$ cat src/rtl/pipe_perf_pkg.sv
// Shared types and constants for the retirement-side performance/halt monitor.
package pipe_perf_pkg;

  typedef enum logic [1:0] {
    ST_IDLE,
    ST_RUN,
    ST_DRAIN,
    ST_HALTED
  } state_e;

  localparam logic [2:0] SEL_CYC   = 3'd0;
  localparam logic [2:0] SEL_INSTR = 3'd1;
  localparam logic [2:0] SEL_BUB   = 3'd2;
  localparam logic [2:0] SEL_REDIR = 3'd3;
  localparam logic [2:0] SEL_PC    = 3'd4;
  localparam logic [2:0] SEL_STAT  = 3'd5;

  localparam logic [31:0] HALT_INSN_DEFAULT = 32'h1111_1111;

endpackage

$ cat src/rtl/pipe_perf_mon_if.sv
// Core-side sampling signals and the registered read port of the monitor.
interface pipe_perf_mon_if;
  logic        i_en;
  logic        i_clr;
  logic        i_insn_vld;
  logic [31:0] i_pc_debug;
  logic [31:0] i_if_instr;
  logic [2:0]  i_rd_sel;
  logic [31:0] o_rd_data;
  logic        o_running;
  logic        o_halted;

  modport master (
    output i_en, i_clr, i_insn_vld, i_pc_debug, i_if_instr, i_rd_sel,
    input  o_rd_data, o_running, o_halted
  );

  modport slave (
    input  i_en, i_clr, i_insn_vld, i_pc_debug, i_if_instr, i_rd_sel,
    output o_rd_data, o_running, o_halted
  );
endinterface

$ cat src/rtl/pipe_perf_mon_sat_counter.sv
// Event counter that sticks at its all-ones maximum instead of wrapping.
module sat_counter #(
  parameter int W = 32
) (
  input  logic         i_clk,
  input  logic         i_rst,
  input  logic         i_clr,
  input  logic         i_inc,
  output logic [W-1:0] o_cnt
);

  localparam logic [W-1:0] ONE = 1;
  localparam logic [W-1:0] MAX = '1;

  function automatic logic [W-1:0] sat_inc(input logic [W-1:0] v);
    return (v == MAX) ? v : v + ONE;
  endfunction

  always_ff @(posedge i_clk) begin
    if (i_rst || i_clr) begin
      o_cnt <= '0;
    end else if (i_inc) begin
      o_cnt <= sat_inc(o_cnt);
    end
  end

endmodule

$ cat src/rtl/pipe_perf_mon.sv
// Performance and halt monitor: run/drain FSM, event counters, redirect detect, read mux.
module pipe_perf_mon
  import pipe_perf_pkg::*;
#(
  parameter int          CNT_W     = 32,
  parameter logic [31:0] HALT_INSN = HALT_INSN_DEFAULT,
  parameter int          DRAIN_CYC = 4
) (
  input  logic            i_clk,
  input  logic            i_rst,
  pipe_perf_mon_if.slave  mon
);

  state_e           state_q, state_nxt;
  logic [3:0]       drain_q, drain_nxt;
  logic [31:0]      last_pc_q;
  logic             pc_seen_q;
  logic             running_q, halted_q;
  logic [31:0]      rd_data_q, rd_mux;
  logic [CNT_W-1:0] cyc_cnt, instr_cnt, bub_cnt, redir_cnt;
  logic             clear, counting, retire, bubble, redirect;

  assign clear    = i_rst | mon.i_clr;
  assign counting = (state_q == ST_RUN) || (state_q == ST_DRAIN);
  assign retire   = counting & mon.i_insn_vld;
  assign bubble   = counting & ~mon.i_insn_vld;
  // The first retirement after start has no predecessor, so pc_seen gates it out.
  assign redirect = retire & pc_seen_q & (mon.i_pc_debug != last_pc_q + 32'd4);

  sat_counter #(.W(CNT_W)) u_cyc (
    .i_clk(i_clk), .i_rst(i_rst), .i_clr(mon.i_clr), .i_inc(counting), .o_cnt(cyc_cnt)
  );
  sat_counter #(.W(CNT_W)) u_instr (
    .i_clk(i_clk), .i_rst(i_rst), .i_clr(mon.i_clr), .i_inc(retire), .o_cnt(instr_cnt)
  );
  sat_counter #(.W(CNT_W)) u_bub (
    .i_clk(i_clk), .i_rst(i_rst), .i_clr(mon.i_clr), .i_inc(bubble), .o_cnt(bub_cnt)
  );
  sat_counter #(.W(CNT_W)) u_redir (
    .i_clk(i_clk), .i_rst(i_rst), .i_clr(mon.i_clr), .i_inc(redirect), .o_cnt(redir_cnt)
  );

  always_comb begin
    state_nxt = state_q;
    drain_nxt = drain_q;
    case (state_q)
      ST_IDLE:   if (mon.i_en) state_nxt = ST_RUN;
      ST_RUN: begin
        if (mon.i_if_instr == HALT_INSN) begin
          state_nxt = ST_DRAIN;
          drain_nxt = 4'(DRAIN_CYC - 1);
        end
      end
      ST_DRAIN: begin
        if (drain_q == 4'd0) state_nxt = ST_HALTED;
        else                 drain_nxt = drain_q - 4'd1;
      end
      ST_HALTED: state_nxt = ST_HALTED;
      default:   state_nxt = ST_IDLE;
    endcase
  end

  always_comb begin
    rd_mux = '0;
    case (mon.i_rd_sel)
      SEL_CYC:   rd_mux = 32'(cyc_cnt);
      SEL_INSTR: rd_mux = 32'(instr_cnt);
      SEL_BUB:   rd_mux = 32'(bub_cnt);
      SEL_REDIR: rd_mux = 32'(redir_cnt);
      SEL_PC:    rd_mux = last_pc_q;
      SEL_STAT:  rd_mux = {30'd0, halted_q, running_q};
      default:   rd_mux = '0;
    endcase
  end

  // Clear wins over everything, including a halt marker seen on the same edge.
  always_ff @(posedge i_clk) begin
    if (clear) begin
      state_q   <= ST_IDLE;
      drain_q   <= 4'd0;
      running_q <= 1'b0;
      halted_q  <= 1'b0;
      last_pc_q <= '0;
      pc_seen_q <= 1'b0;
      rd_data_q <= '0;
    end else begin
      state_q   <= state_nxt;
      drain_q   <= drain_nxt;
      running_q <= (state_nxt == ST_RUN) || (state_nxt == ST_DRAIN);
      halted_q  <= (state_nxt == ST_HALTED);
      rd_data_q <= rd_mux;
      if (retire) begin
        last_pc_q <= mon.i_pc_debug;
        pc_seen_q <= 1'b1;
      end
    end
  end

  assign mon.o_rd_data = rd_data_q;
  assign mon.o_running = running_q;
  assign mon.o_halted  = halted_q;

endmodule

$ cat src/flat_wrapper.sv
// flat-port wrapper written by rule: the top's interface ports become plain ports
module pipe_perf_mon_flat import pipe_perf_pkg::*;
#(
  parameter int          CNT_W     = 32,
  parameter logic [31:0] HALT_INSN = HALT_INSN_DEFAULT,
  parameter int          DRAIN_CYC = 4
)
  (i_clk, i_rst, mon_i_en, mon_i_clr, mon_i_insn_vld, mon_i_pc_debug, mon_i_if_instr, mon_i_rd_sel, mon_o_rd_data, mon_o_running, mon_o_halted);
  pipe_perf_mon_if mon_i ();
  input  logic i_clk;
  input  logic i_rst;
  input wire logic [$bits(mon_i.i_en)-1:0] mon_i_en;
  input wire logic [$bits(mon_i.i_clr)-1:0] mon_i_clr;
  input wire logic [$bits(mon_i.i_insn_vld)-1:0] mon_i_insn_vld;
  input wire logic [$bits(mon_i.i_pc_debug)-1:0] mon_i_pc_debug;
  input wire logic [$bits(mon_i.i_if_instr)-1:0] mon_i_if_instr;
  input wire logic [$bits(mon_i.i_rd_sel)-1:0] mon_i_rd_sel;
  output wire logic [$bits(mon_i.o_rd_data)-1:0] mon_o_rd_data;
  output wire logic [$bits(mon_i.o_running)-1:0] mon_o_running;
  output wire logic [$bits(mon_i.o_halted)-1:0] mon_o_halted;
  assign mon_i.i_en = mon_i_en;
  assign mon_i.i_clr = mon_i_clr;
  assign mon_i.i_insn_vld = mon_i_insn_vld;
  assign mon_i.i_pc_debug = mon_i_pc_debug;
  assign mon_i.i_if_instr = mon_i_if_instr;
  assign mon_i.i_rd_sel = mon_i_rd_sel;
  assign mon_o_rd_data = mon_i.o_rd_data;
  assign mon_o_running = mon_i.o_running;
  assign mon_o_halted = mon_i.o_halted;
  pipe_perf_mon #(.CNT_W(CNT_W), .HALT_INSN(HALT_INSN), .DRAIN_CYC(DRAIN_CYC)) u_core (.i_clk(i_clk), .i_rst(i_rst), .mon(mon_i));
endmodule
$ cat config.mk
export PLATFORM = sky130hd
export DESIGN_NAME = pipe_perf_mon_flat
export DESIGN_NICKNAME = d
export VERILOG_FILES = /design/src/rtl/pipe_perf_pkg.sv /design/src/rtl/pipe_perf_mon_if.sv /design/src/rtl/pipe_perf_mon_sat_counter.sv /design/src/rtl/pipe_perf_mon.sv /design/src/flat_wrapper.sv
export SDC_FILE = /design/constraint.sdc
export NUM_CORES = 1
export LEC_CHECK = 0
export BUFFER_PORTS_ARGS = -buffer_cell sky130_fd_sc_hd__clkbuf_2
export CAP_MARGIN = 10
export CORE_AREA = 2 2 169 171
export DETAILED_ROUTE_END_ITERATION = 7
export DIE_AREA = 0 0 171 173
export HOLD_SLACK_MARGIN = 0.05
export PLACE_DENSITY_LB_ADDON = 0.1
export SLEW_MARGIN = 20
export SYNTH_ARGS = -nofsm -noshare
export SYNTH_HDL_FRONTEND = slang
export SYNTH_HIERARCHICAL = 1
export SYNTH_SLANG_ARGS = --single-unit
$ cat constraint.sdc
create_clock -name i_clk -period 7.7 [get_ports i_clk]
set_input_delay 0.385 -clock i_clk [delete_from_list [all_inputs] [get_ports i_clk]]
set_output_delay 0.385 -clock i_clk [all_outputs]
set_load 0.05 [all_outputs]
==> out/summary.log <==
qor: routing.drc 0
qor: worst_setup_path.cp_cell_instances ha_1 -> nand3_1 -> nor4_4 -> xor2_1 -> o32ai_1 -> nand4b_1 -> nor4_1 -> a21oi_1 -> nand4b_1 -> or4_1 -> a21oi_1
qor: cts.clkLatencyLatePin 0.52 ns
qor: grt.grt_antenna_before_repair 0
qor: hold_path.hold_class input port to flip-flop
qor: final_layout.final_nets 1527
qor: placed_design.pre_cts_slack 3.49 ns
qor: synth.ys_seq_elements 201
qor: synth.synth.yosys.warnings 6
qor: sta.final_number_of_max_transition_violations 0
qor: sta.finalCritPeriodShare 0.557
qor: routing.detailroute.via_count 11000
qor: final_layout.final_cell_mix sky130_fd_sc_hd__dfxtp_1 (201), sky130_fd_sc_hd__a21oi_1 (167), sky130_fd_sc_hd__nand2_1 (131)
qor: cts.cts_hold_buffers 0
qor: worst_setup_path.required_time_reported_for_the_critical_path_endpoint 8.15 ns
qor: job.cap_viol_max_count 0
qor: worst_setup_path.end_kind flip-flop
qor: grt.grt_overflow 0
qor: synth.synth_edf_count 0
qor: synth.synth_cells 1382
qor: floorplanning.std_cell_rows 61
qor: worst_setup_path.worstSetupPathType flip-flop to flip-flop
qor: routing.drt.antenna.violating_nets 0
qor: placed_design.port_buffers 105
qor: cts.clock-root-buffer sky130_fd_sc_hd__clkbuf_16
qor: routing.detail_route.wl_per_cell 19.2 um
qor: power.power.density_cell_area 185 nW/um^2
qor: cts.number_of_clock_buffers_inserted_by_tritoncts 25
qor: worst_setup_path.timing.critical_path.fanout_max 15
qor: cts.cts.reportedPaths.clkPinSlew 0.06 ns
qor: cts.cts-root-to-sink-buffers 3
qor: routing.wl 35.3 mm
qor: synth.ys_types 74
qor: floorplanning.initial_core_util 0.415
qor: synth.netlist_area 11500 um^2
qor: sta.setup_total_negative_slack 0 ns
qor: cts.cts_num_sinks 201
qor: floorplanning.top_level_ports 106
qor: synth.seq_area_frac_synth 0.351
qor: final_layout.multi_input_gate_area 6890 um^2
qor: cts.cts_htree_levels 1
qor: grt.grt_usage 0.233
qor: final_layout.fill_cells 2810
qor: cts.tritoncts built
qor: routing.drt-initial-drc-count 960
qor: cts.post_cts_resized 0
qor: placed_design.hpwl 25.6 mm
qor: floorplanning.die_height 173 um
qor: final_layout.total_inserted_antenna_cells 0
qor: floorplanning.coreArea 27600 um^2
qor: synth.synth_async_sr_flop_share 0
qor: synth.avgSynthCellArea 8.31 um^2
qor: grt.via_count_of_the_first_global_routing_pass 9935
qor: placed_design.gpl.final_weighted_congestion 0.878
qor: sta.final-setup-viol-count 0
qor: sta.timing.max_slew.rel_slack 0.405
qor: floorplanning.die_area 29600 um^2
qor: worst_setup_path.cpMaxStageDelayCell sky130_fd_sc_hd__a21oi_1
qor: final_layout.drive_above_1_share 0.151
qor: status.status finished clean
qor: power.vdd_ir_drop_max 0.209 mV
qor: power.total_leakage_power 0.00413 uW
qor: synth.synth_fp_nets 1466
qor: sta.fmax 233 MHz
qor: final_layout.final-seq-area 4020 um^2
qor: routing.mean_number_of_vias_per_cell 5.98
qor: final_layout.area_growth 12.3%
qor: cts.post-cts-setup-buffers 0
qor: worst_setup_path.slowest_delay 0.63 ns
qor: sta.worst_slack 3.41 ns
qor: synth.netlist_top_cells_area sky130_fd_sc_hd__dfxtp_1 (35%), sky130_fd_sc_hd__a21oi_1 (7.3%), sky130_fd_sc_hd__nand2_1 (4.3%)
qor: sta.finalHoldViolCount 0
qor: final_layout.mostFrequentLayoutCell sky130_fd_sc_hd__dfxtp_1
qor: synth.synthDominantAreaCellType sky130_fd_sc_hd__dfxtp_1
qor: sta.clock-skew-final 0.00857 ns
qor: synth.yosysTopAreaCellShare 0.351
qor: sta.finalWorstPathRequiredPeriod 4.29 ns
qor: sta.worst_max_slew_pin_slew 0.893 ns
qor: synth.postSynth.topFlopCell sky130_fd_sc_hd__dfxtp_1
qor: worst_setup_path.crit_path_start_kind flip-flop
qor: routing.drt_pass1_iterations 5
qor: sta.rsz0062_at_grt no
qor: worst_setup_path.crit_arrival 4.74 ns
qor: grt.grt_pass1_wl 55.3 mm
qor: floorplanning.die_width 171 um
qor: grt.grt_start_max_net_pins 41
[final timing paths]
kind                               to  cells past startpoint           startpoint  slack (ns)
max reg2reg  u_core/u_redir/o_cnt[26]                     11  u_core/last_pc_q[2]        3.41
max          u_core/u_redir/o_cnt[26]                     11  u_core/last_pc_q[2]        3.41
min reg2reg          u_core/pc_seen_q                      2     u_core/pc_seen_q        0.49
min              u_core/last_pc_q[21]                      3   mon_i_pc_debug[21]        0.10
[power breakdown]
group	internal (uW)	switching, uW
logic	49.8	97.1
registers	1050	8.23
clock network	718	471
[worst max-delay path: cells and delay by family, from the launching register on]
kind	cells	cell delay (ns)
and+or+nand+nor	6	2.05
AOI/OAI and AO/OA	3	1.02
adders and majority gates	1	0.51
DFF	1	0.50
xor gates and xnor gates	1	0.12
[registers in the layout (all words and copies together) (netlist names)]
name,cells
u_core/drain_q,4
u_core/last_pc_q,32
u_core/mon.o_halted,1
u_core/mon.o_rd_data,32
u_core/mon.o_running,1
u_core/pc_seen_q,1
u_core/state_q,2
u_core/u_bub/o_cnt,32
u_core/u_cyc/o_cnt,32
u_core/u_instr/o_cnt,32
u_core/u_redir/o_cnt,32
[metrics by stage]
step | cell area, um^2 | util | cells | hold slack (ns) | total power [uW]
floorplan | 11500 | - | 1382 | 0.440 | 1180
global placement | 12100 | 0.437 | 1794 | 0.455 | 1220
detailed placement | 12100 | 0.437 | 1794 | 0.466 | 1220
CTS | 12900 | 0.467 | 1838 | 0.0885 | 2410
global route | 12900 | 0.467 | 1838 | 0.110 | 2470
finish | 12900 | 0.467 | 1838 | 0.105 | 2390
[logic make-up after synthesis]
logic type               after synthesis  synth area share
buffers and inverters                103            0.0497
AND/OR/NAND/NOR                      610             0.296
flip-flops                           201             0.351
AO/OA/AOI/OAI                        356             0.198
adder cells (fa/ha/maj)               12            0.0131
multiplexers                          50            0.0546
XOR/XNOR                              50            0.0381
[synth_stat cells (5+ instances only)]
cell                       instances
sky130_fd_sc_hd__a21oi_1         167
sky130_fd_sc_hd__a221oi_1         24
sky130_fd_sc_hd__a22oi_1          13
sky130_fd_sc_hd__a311oi_1          6
sky130_fd_sc_hd__and2_1            7
sky130_fd_sc_hd__and3_1           10
sky130_fd_sc_hd__and4_1           24
sky130_fd_sc_hd__buf_1             5
sky130_fd_sc_hd__buf_2             6
sky130_fd_sc_hd__clkbuf_1         47
sky130_fd_sc_hd__clkbuf_8          6
sky130_fd_sc_hd__dfxtp_1         201
sky130_fd_sc_hd__ha_1             12
sky130_fd_sc_hd__inv_1            23
sky130_fd_sc_hd__mux2_2           17
sky130_fd_sc_hd__mux2i_1          24
sky130_fd_sc_hd__mux4_2            8
sky130_fd_sc_hd__nand2_1         131
sky130_fd_sc_hd__nand2b_1          5
sky130_fd_sc_hd__nand3_1          47
sky130_fd_sc_hd__nand4_1          52
sky130_fd_sc_hd__nand4_2           5
sky130_fd_sc_hd__nand4b_1          7
sky130_fd_sc_hd__nor2_1          128
sky130_fd_sc_hd__nor2b_1          16
sky130_fd_sc_hd__nor3_1           15
sky130_fd_sc_hd__nor4_1           14
sky130_fd_sc_hd__nor4b_1          11
sky130_fd_sc_hd__o21ai_0          41
sky130_fd_sc_hd__o21ai_1          16
sky130_fd_sc_hd__o31ai_1          49
sky130_fd_sc_hd__or2_2            10
sky130_fd_sc_hd__or3_1            60
sky130_fd_sc_hd__or4_1            49
sky130_fd_sc_hd__xnor2_1          15
sky130_fd_sc_hd__xor2_1           35
[layout make-up]
type,count,area share
clock buffer,35,0.0561
clock inverter,9,0.00806
inverter,24,0.00699
multi-input combinational,1078,0.535
sequential,201,0.312
tap,378,0.0367
timing repair buffer,113,0.0454
[routing by layer]
metal	track usage	share of wire
met5	0	0
met4	0.0681	0.029
met1	0.335	0.47
met2	0.362	0.45
met3	0.0293	0.054
Power figures use the tool's default switching activity.
